`config.mk`:
```
export PLATFORM = sky130hd
export DESIGN_NAME = ack_nak_generator_flat
export DESIGN_NICKNAME = d
export VERILOG_FILES = /design/src/rtl/ack_nak_generator_if.sv /design/src/rtl/ack_nak_generator.sv /design/src/flat_wrapper.sv
export SDC_FILE = /design/constraint.sdc
export NUM_CORES = 1
export LEC_CHECK = 0
export BUFFER_PORTS_ARGS = -buffer_cell sky130_fd_sc_hd__buf_2
export CAP_MARGIN = 5
export CORE_MARGIN = 8
export CORE_UTILIZATION = 45
export CTS_CLUSTER_DIAMETER = 80
export DETAILED_ROUTE_END_ITERATION = 8
export PLACE_DENSITY = 0.61
export SETUP_SLACK_MARGIN = 0.3
export SLEW_MARGIN = 10
export SYNTH_ARGS = -nofsm -noshare
export SYNTH_HDL_FRONTEND = slang
export SYNTH_SLANG_ARGS = --single-unit
export TNS_END_PERCENT = 50
```
`constraint.sdc`:
```
create_clock -name clk_i -period 6.7 [get_ports clk_i]
set_input_delay 1.34 -clock clk_i [delete_from_list [all_inputs] [get_ports clk_i]]
set_output_delay 1.34 -clock clk_i [all_outputs]
set_load 0.02 [all_outputs]
```
`src/rtl/ack_nak_generator_if.sv`:
```
// Receive-side TLP strobe/verdict and Ack/Nak DLLP request bundle.
// The generator is the slave; the link/transmit environment is the master.
interface ack_nak_generator_if;
   logic        rx_tlp_vld_i;
   logic [11:0] rx_seq_num_i;
   logic        rx_lcrc_ok_i;
   logic        rx_tlp_accept_o;
   logic        rx_tlp_drop_o;
   logic        ack_nack_o;
   logic        ack_nack_vld_o;
   logic [11:0] ack_seq_num_o;
   logic        ack_nack_rdy_i;

   modport master (
      output rx_tlp_vld_i, rx_seq_num_i, rx_lcrc_ok_i, ack_nack_rdy_i,
      input  rx_tlp_accept_o, rx_tlp_drop_o, ack_nack_o, ack_nack_vld_o, ack_seq_num_o
   );

   modport slave (
      input  rx_tlp_vld_i, rx_seq_num_i, rx_lcrc_ok_i, ack_nack_rdy_i,
      output rx_tlp_accept_o, rx_tlp_drop_o, ack_nack_o, ack_nack_vld_o, ack_seq_num_o
   );
endinterface

```
`src/rtl/ack_nak_generator.sv`:
```
// Data-link receive sequencing: classifies TLPs, accepts/drops one cycle later, and requests Ack/Nak DLLPs.
// DLLP request is registered (vld one cycle after scheduling) and held stable until ack_nack_rdy_i.
module ack_nak_generator #(
   parameter int ACK_LATENCY = 255,
   parameter int ACK_FREQ    = 4
) (
   input  logic                clk_i,
   input  logic                rst_n_i,
   ack_nak_generator_if.slave  bus,
   output logic [11:0]         next_rcv_seq_o,
   output logic                nak_scheduled_o
);

   localparam int CW = $clog2(ACK_FREQ + 1);
   localparam int TW = $clog2(ACK_LATENCY + 1);
   localparam logic [CW-1:0] FREQ_MAX = CW'(ACK_FREQ);
   localparam logic [TW-1:0] TMR_MAX  = TW'(ACK_LATENCY - 1);

   typedef enum logic [1:0] {IDLE, SEND_ACK, SEND_NAK} state_t;

   state_t          state_q, state_d;
   logic [11:0]     next_seq_q, next_seq_d;
   logic            nak_sched_q, nak_sched_d;
   logic [CW-1:0]   cnt_q, cnt_d, cnt_inc;
   logic [CW-1:0]   rearm_q, rearm_d, rearm_inc;
   logic [TW-1:0]   timer_q, timer_d;
   logic            pend_nak_q, pend_nak_d;
   logic            pend_ack_q, pend_ack_d;
   logic            accept_q, drop_q;
   logic            vld_q, ack_nack_q;
   logic [11:0]     ack_seq_q;

   logic [11:0]     seq_diff;
   logic            in_seq, dup, nak_evt;
   logic            handshake, ack_hs;
   logic            timer_exp, ack_ok;
   logic            sched_nak, sched_ack;
   logic            load_ack, load_nak, busy;

   // Classification of the current strobe against NEXT_RCV_SEQ (mod 4096)
   always_comb begin
      seq_diff = next_seq_q - bus.rx_seq_num_i;
      in_seq   = bus.rx_tlp_vld_i && bus.rx_lcrc_ok_i && (seq_diff == 12'd0);
      dup      = bus.rx_tlp_vld_i && bus.rx_lcrc_ok_i && (seq_diff != 12'd0) && (seq_diff <= 12'd2048);
      nak_evt  = bus.rx_tlp_vld_i && !in_seq && !dup && !nak_sched_q;
   end

   always_comb begin
      handshake   = vld_q && bus.ack_nack_rdy_i;
      ack_hs      = handshake && (state_q == SEND_ACK);
      next_seq_d  = in_seq ? next_seq_q + 12'd1 : next_seq_q;
      nak_sched_d = in_seq ? 1'b0 : (nak_evt ? 1'b1 : nak_sched_q);

      cnt_inc   = (in_seq && (cnt_q != FREQ_MAX)) ? cnt_q + CW'(1) : cnt_q;
      rearm_inc = (in_seq && (rearm_q != FREQ_MAX)) ? rearm_q + CW'(1) : rearm_q;
      // TLPs accepted after the Ack field was latched seed the count once that Ack completes
      cnt_d     = ack_hs ? rearm_inc : cnt_inc;
      rearm_d   = ((state_q == SEND_ACK) && !ack_hs) ? rearm_inc : '0;

      if (ack_hs || (cnt_q == '0) || nak_sched_q)
         timer_d = '0;
      else if (timer_q == TMR_MAX)
         timer_d = timer_q;
      else
         timer_d = timer_q + TW'(1);

      timer_exp = (cnt_q != '0) && !nak_sched_q && (timer_q == TMR_MAX);
      ack_ok    = !nak_sched_d;
      sched_nak = nak_evt || pend_nak_q;
      sched_ack = dup || pend_ack_q || (ack_ok && ((cnt_inc == FREQ_MAX) || timer_exp));
   end

   // FSM: state register
   always_ff @(posedge clk_i) begin
      if (!rst_n_i)
         state_q <= IDLE;
      else
         state_q <= state_d;
   end

   // FSM: next state (Nak wins over a simultaneous Ack)
   always_comb begin
      state_d = state_q;
      case (state_q)
         IDLE: begin
            if (sched_nak)
               state_d = SEND_NAK;
            else if (sched_ack)
               state_d = SEND_ACK;
         end
         SEND_ACK, SEND_NAK: begin
            if (handshake)
               state_d = IDLE;
         end
         default: state_d = IDLE;
      endcase
   end

   // FSM: outputs
   always_comb begin
      busy     = (state_q != IDLE);
      load_ack = (state_q == IDLE) && (state_d == SEND_ACK);
      load_nak = (state_q == IDLE) && (state_d == SEND_NAK);
   end

   // Requests arriving while busy (or losing to a Nak) wait until they can be loaded
   always_comb begin
      pend_nak_d = (pend_nak_q || (nak_evt && busy)) && !load_nak;
      pend_ack_d = (pend_ack_q || dup) && !load_ack;
   end

   always_ff @(posedge clk_i) begin
      if (!rst_n_i) begin
         next_seq_q  <= 12'd0;
         nak_sched_q <= 1'b0;
         cnt_q       <= '0;
         rearm_q     <= '0;
         timer_q     <= '0;
         pend_nak_q  <= 1'b0;
         pend_ack_q  <= 1'b0;
         accept_q    <= 1'b0;
         drop_q      <= 1'b0;
         vld_q       <= 1'b0;
         ack_nack_q  <= 1'b0;
         ack_seq_q   <= 12'd0;
      end else begin
         next_seq_q  <= next_seq_d;
         nak_sched_q <= nak_sched_d;
         cnt_q       <= cnt_d;
         rearm_q     <= rearm_d;
         timer_q     <= timer_d;
         pend_nak_q  <= pend_nak_d;
         pend_ack_q  <= pend_ack_d;
         accept_q    <= in_seq;
         drop_q      <= bus.rx_tlp_vld_i && !in_seq;
         if (load_ack || load_nak) begin
            vld_q      <= 1'b1;
            ack_nack_q <= load_ack;
            ack_seq_q  <= next_seq_d - 12'd1;
         end else if (handshake) begin
            vld_q <= 1'b0;
         end
      end
   end

   assign bus.rx_tlp_accept_o = accept_q;
   assign bus.rx_tlp_drop_o   = drop_q;
   assign bus.ack_nack_o      = ack_nack_q;
   assign bus.ack_nack_vld_o  = vld_q;
   assign bus.ack_seq_num_o   = ack_seq_q;
   assign next_rcv_seq_o      = next_seq_q;
   assign nak_scheduled_o     = nak_sched_q;

endmodule
```
`src/flat_wrapper.sv`:
```
// flat-port wrapper written by rule: the top's interface ports become plain ports
module ack_nak_generator_flat 
#(
   parameter int ACK_LATENCY = 255,
   parameter int ACK_FREQ    = 4
)
  (clk_i, rst_n_i, next_rcv_seq_o, nak_scheduled_o, bus_rx_tlp_vld_i, bus_rx_seq_num_i, bus_rx_lcrc_ok_i, bus_ack_nack_rdy_i, bus_rx_tlp_accept_o, bus_rx_tlp_drop_o, bus_ack_nack_o, bus_ack_nack_vld_o, bus_ack_seq_num_o);
  ack_nak_generator_if bus_i ();
  input  logic clk_i;
  input  logic rst_n_i;
  output logic [11:0] next_rcv_seq_o;
  output logic nak_scheduled_o;
  input wire logic [$bits(bus_i.rx_tlp_vld_i)-1:0] bus_rx_tlp_vld_i;
  input wire logic [$bits(bus_i.rx_seq_num_i)-1:0] bus_rx_seq_num_i;
  input wire logic [$bits(bus_i.rx_lcrc_ok_i)-1:0] bus_rx_lcrc_ok_i;
  input wire logic [$bits(bus_i.ack_nack_rdy_i)-1:0] bus_ack_nack_rdy_i;
  output wire logic [$bits(bus_i.rx_tlp_accept_o)-1:0] bus_rx_tlp_accept_o;
  output wire logic [$bits(bus_i.rx_tlp_drop_o)-1:0] bus_rx_tlp_drop_o;
  output wire logic [$bits(bus_i.ack_nack_o)-1:0] bus_ack_nack_o;
  output wire logic [$bits(bus_i.ack_nack_vld_o)-1:0] bus_ack_nack_vld_o;
  output wire logic [$bits(bus_i.ack_seq_num_o)-1:0] bus_ack_seq_num_o;
  assign bus_i.rx_tlp_vld_i = bus_rx_tlp_vld_i;
  assign bus_i.rx_seq_num_i = bus_rx_seq_num_i;
  assign bus_i.rx_lcrc_ok_i = bus_rx_lcrc_ok_i;
  assign bus_i.ack_nack_rdy_i = bus_ack_nack_rdy_i;
  assign bus_rx_tlp_accept_o = bus_i.rx_tlp_accept_o;
  assign bus_rx_tlp_drop_o = bus_i.rx_tlp_drop_o;
  assign bus_ack_nack_o = bus_i.ack_nack_o;
  assign bus_ack_nack_vld_o = bus_i.ack_nack_vld_o;
  assign bus_ack_seq_num_o = bus_i.ack_seq_num_o;
  ack_nak_generator #(.ACK_LATENCY(ACK_LATENCY), .ACK_FREQ(ACK_FREQ)) u_core (.clk_i(clk_i), .rst_n_i(rst_n_i), .bus(bus_i), .next_rcv_seq_o(next_rcv_seq_o), .nak_scheduled_o(nak_scheduled_o));
endmodule
```
# Word level (Yosys, flattened, before mapping)
# Index checks and enable logic that the tools add are counted.
# totals
wordCells	86
reg_bits	47
out_inout_bits	29
in_bits	17
# op_classes
n_mux	12
eq_ne	8
n_reduce_logical	45
addsub	6
order_cmp	1
bitwise_logic	1
# op_table
operator	n
$logic_and 1x1->1	20
$add 12x1->12 const B	1
$le 12x12->1 const B	1
$logic_not 12->1	1
$mux 12	1
$reduce_bool 12->1	1
$sub 12x1->12 const B	1
$sub 12x12->12	1
$mux 3	3
$add 8x1->8 const B	1
$eq 8x8->1 const B	1
$logic_or 1x1->1	8
$logic_not 1->1	7
$add 3x1->3 const B	2
$mux 2	3
$ne 3x3->1 const B	2
$eq 2x1->1 const B	2
$eq 2x2->1 const B	2
$mux 1	4
$pmux 2 s2	1
$reduce_bool 2->1	2
$reduce_or 2->1	2
$eq 3x3->1 const B	1
$logic_not 3->1	1
4 further kinds	4

# Longest topological paths before layout
# logic_depth
ltp_word	19
ltp_mapped	19
mapped_depth_nobuf	17

# Worst setup path after synthesis
# No wires, ideal clock.
# synth_path
kind	input to register
from	input port bus_rx_seq_num_i[3]
to	register u_core.ack_seq_q[10], in the netlist u_core.bus.ack_seq_num_o[10]
setup_ps	122
slack_ps	1670
required_ps	6578
n_path_buf	2
t_arrival_ps	4909
cell_stages	19
path_cell_list	inv_1 > ha_1 > a21oi_2 > or2b_1 > o21ai_2 > a21oi_1 > or3_1 > buf_2 > nor4b_2 > buf_2 > mux2i_1 > ha_1 > and3b_1 > nand4_1 > nand3_1 > nand4_1 > xor2_1 > nand2_1 > mux2i_1
# synth_between
elab_chain_len	18
elab_cells_between_ends	33
classes_between	2 x add/sub; 1 x order compare; 3 x eq/ne; 7 x mux; 20 x reduce/logical
# synth_rtl
element	line	rtl
start: declaration	flat_wrapper.sv:14	input wire logic [$bits(bus_i.rx_seq_num_i)-1:0] bus_rx_seq_num_i;
$sub 12x12->12 *	ack_nak_generator.sv:42	seq_diff = next_seq_q - bus.rx_seq_num_i;
parallel branches: the longest is 17 deep, another holds $le 12x12->1	-	
end signal: assignment	ack_nak_generator.sv:139	ack_seq_q <= next_seq_d - 12'd1;
end: declaration	ack_nak_generator.sv:31	logic [11:0] ack_seq_q;
# Mark *: on every way between the ends.
# A chain may end at the register's enable or synchronous reset.

# Worst setup path after layout
# Same ends and word-level chain as after synthesis.

==> flow_metrics.tcl <==
set metrics [dict create \
    htreeDepth 2 \
    max_cap_violations 0 \
    fp.dieH_um 102 \
    cp_max_fo 17 \
    async_reset_ff_frac 0 \
    synth_area_leaders "dfxtp_1, ha_1, nand2_1" \
    synth_cells 405 \
    ys_seq_area_frac 0.281 \
    synth_top_cell_area_share 0.281 \
    wire_per_inst_um 14.5 \
    design.core.area_mm2 0.00725 \
    slew_headroom 0.451 \
    slew_viol_final 0 \
    cts_resized 0 \
    clkLatencyLatePin_ns 0.32 \
    synth-edff-count 0 \
    rsz0062_at_grt "false" \
    grt_pass1_wl_um 13100 \
    holdBufCountCts 0 \
    grt_max_degree 26 \
    placed_cell_area_mm2 0.00368 \
    crit_type "in -> reg" \
    skew_ns 0.0107 \
    synth_nets 444 \
    tightest_slew_ns 0.822 \
    post-route-drc-count 0 \
    p_leak_uw 0.00162 \
    layout_setup_ws_ns 1.95 \
    setup_viol 0 \
    final_layout_size_suffix_gt1_frac 0.182 \
    hpwl_um 6200 \
    crit_path_end_kind "flip-flop" \
    synth_seq_cells 47 \
    period_minus_slack_ns 4.75 \
    nNetsFinal 489 \
    grt_pass1_vias 2867 \
    min_from "u_core.bus.ack_seq_num_o[5]" \
    vias_per_cell 5.51 \
    postCtsSetupBuffers 0 \
    avgSynthCellArea_um2 8.28 \
    diodes 0 \
    power_density_mw_per_mm2 193 \
    die_area_mm2 0.0105 \
    fp.dieW_um 102 \
    grt_overflow 0 \
    cts_max_path_buffers 2 \
    synth_warnings 0 \
    ant_nets 0 \
    final_cell_area_mm2 0.00378 \
    rrSetupSlack_ns 2.49 \
    num_vias 3030 \
    r2r_start "u_core.next_rcv_seq_o[3]" \
    setup_tns_ns 0 \
    io_buffers 45 \
    arrival_ns 4.96 \
    cts_num_sinks 47 \
    place_congestion 0.865 \
    worstSetupStartpointType "primary input" \
    io_pins 46 \
    startpoint "bus_rx_seq_num_i[3]" \
    vdd.ir_drop.worst_v 0.000124 \
    finalHoldViolations 0 \
    fillers 744 \
    row_count 31 \
    antenna_found_initial 0 \
    ys_types 67 \
    hp-class "reg -> reg" \
    first_pass_iters 4 \
    drtIter0Drc 91 \
    cp.required_ns 6.91 \
    dpl_worst_slack_ns 1.62 \
    hold_ws_ns 0.460 \
    status "complete, no violations" \
    start_util 0.462 \
    grtUsageTotal 0.156 \
    dominantRegCellSynth "dfxtp_1" \
    synth.cell_area_mm2 0.00335 \
    path_clk_slew_ns 0.09 \
    wl_um 7970 \
    cts_tree "built" \
    cts_root_buf "clkbuf_8" \
    yosysTopAreaCell "dfxtp_1" \
    post-route-period-util 0.709 \
    max_freq_mhz 210 \
    syn_to_final_growth_pct 12.7 \
    numCtsBuffers 5 \
    final_util 0.521 \
]
cell usage in the layout, fill, tap and decap left out, types with 14 or more instances in the layout:
| master | Yosys | routed |
|---|---|---|
| dfxtp_1 | 47 | 47 |
| a21oi_1 | 26 | 26 |
| nor2_1 | 34 | 34 |
| ha_1 | 22 | 22 |
| nand2_1 | 47 | 47 |
| nand3_1 | 23 | 23 |
| xnor2_1 | 15 | 15 |
| inv_1 | 24 | 24 |
| mux2i_1 | 14 | 14 |
| xor2_1 | 18 | 18 |
| buf_2 | 2 | 45 |
flip-flops by register name, summed over array words and instances (netlist names):
| signal | flops |
|---|---|
| u_core.state_q | 2 |
| u_core.next_rcv_seq_o | 12 |
| u_core.pend_nak_q | 1 |
| u_core.bus.ack_nack_vld_o | 1 |
| u_core.nak_scheduled_o | 1 |
| u_core.cnt_q | 3 |
| u_core.bus.ack_seq_num_o | 12 |
| u_core.bus.rx_tlp_drop_o | 1 |
| u_core.bus.ack_nack_o | 1 |
| u_core.bus.rx_tlp_accept_o | 1 |
| u_core.pend_ack_q | 1 |
| u_core.timer_q | 8 |
| u_core.rearm_q | 3 |
per-stage QoR:
step                      cells  power (uW)
after floorplan             405         489
after global placement      542         547
after detailed placement    542         549
after CTS                   550         738
after global routing        550         769
final                       550         730
kinds of logic after synthesis:
group                      count (synthesis)  synth area share
AOI/OAI and AO/OA                         85             0.195
muxes                                     15            0.0463
DFF                                       47             0.281
and+or+nand+nor                          168             0.259
xor gates and xnor gates                  35            0.0993
buffers and inverters                     33            0.0377
adders and majority gates                 22            0.0821
critical path, cell delays in order:
cell	delay, ns
buf_2	0.07
inv_1	0.03
ha_1	0.34
a21oi_2	0.20
or2b_1	0.25
o21ai_2	0.15
a21oi_1	0.13
or3_1	0.49
nor4b_2	0.31
buf_4	0.26
mux2i_1	0.26
ha_1	0.25
and3b_1	0.17
nand4_1	0.09
nand3_1	0.17
nand4_1	0.13
xor2_1	0.17
nand2_1	0.07
mux2i_1	0.06
power breakdown:
group	switching (uW)	internal, uW
Clock	106	84.4
Sequential	16.9	313
Combinational	132	78.5
Total	254	476
layer usage:
layer,up-vias,part of all wire,track usage
li1,1544,-,-
met1,1406,0.46,0.184
met2,65,0.47,0.271
met3,15,0.050,0.0368
met4,0,0.019,0.0497
met5,-,0,0
synth_stat cells (2+ instances only):
master	instances
dfxtp_1	47
nand2_1	47
nor2_1	34
a21oi_1	26
inv_1	24
nand3_1	23
ha_1	22
xor2_1	18
xnor2_1	15
mux2i_1	14
and3_1	8
nor3_1	8
o21ai_0	8
clkbuf_1	7
nand4_1	7
a21o_1	5
a31oi_1	5
nand2b_1	5
o211ai_1	5
and2_1	4
o31ai_1	4
a2111oi_2	3
a311oi_1	3
nor2b_1	3
nor3b_1	3
nor4_1	3
nor4b_1	3
or2_2	3
a2111oi_0	2
a211oi_1	2
a21oi_2	2
and4_1	2
buf_2	2
o21a_1	2
o21ai_1	2
o22ai_1	2
or2_1	2
final timing paths:
kind,endpoint,depth (start not counted)
setup reg to reg,u_core.bus.ack_seq_num_o[10],17
hold reg to reg,u_core.bus.ack_seq_num_o[5],2
hold / removal,u_core.bus.ack_seq_num_o[5],2
setup / recovery,u_core.bus.ack_seq_num_o[10],19
cell type report:
class / count / area [um^2] / area share
multi-input combinational: 325 / 2280 / 0.605
sequential: 47 / 941 / 0.249
timing repair buffer: 47 / 240 / 0.0636
tap: 99 / 124 / 0.0328
inverter: 24 / 90.1 / 0.0238
clock buffer: 6 / 82.6 / 0.0219
clock inverter: 2 / 16.3 / 0.00430
Power figures use the tool's default switching activity.
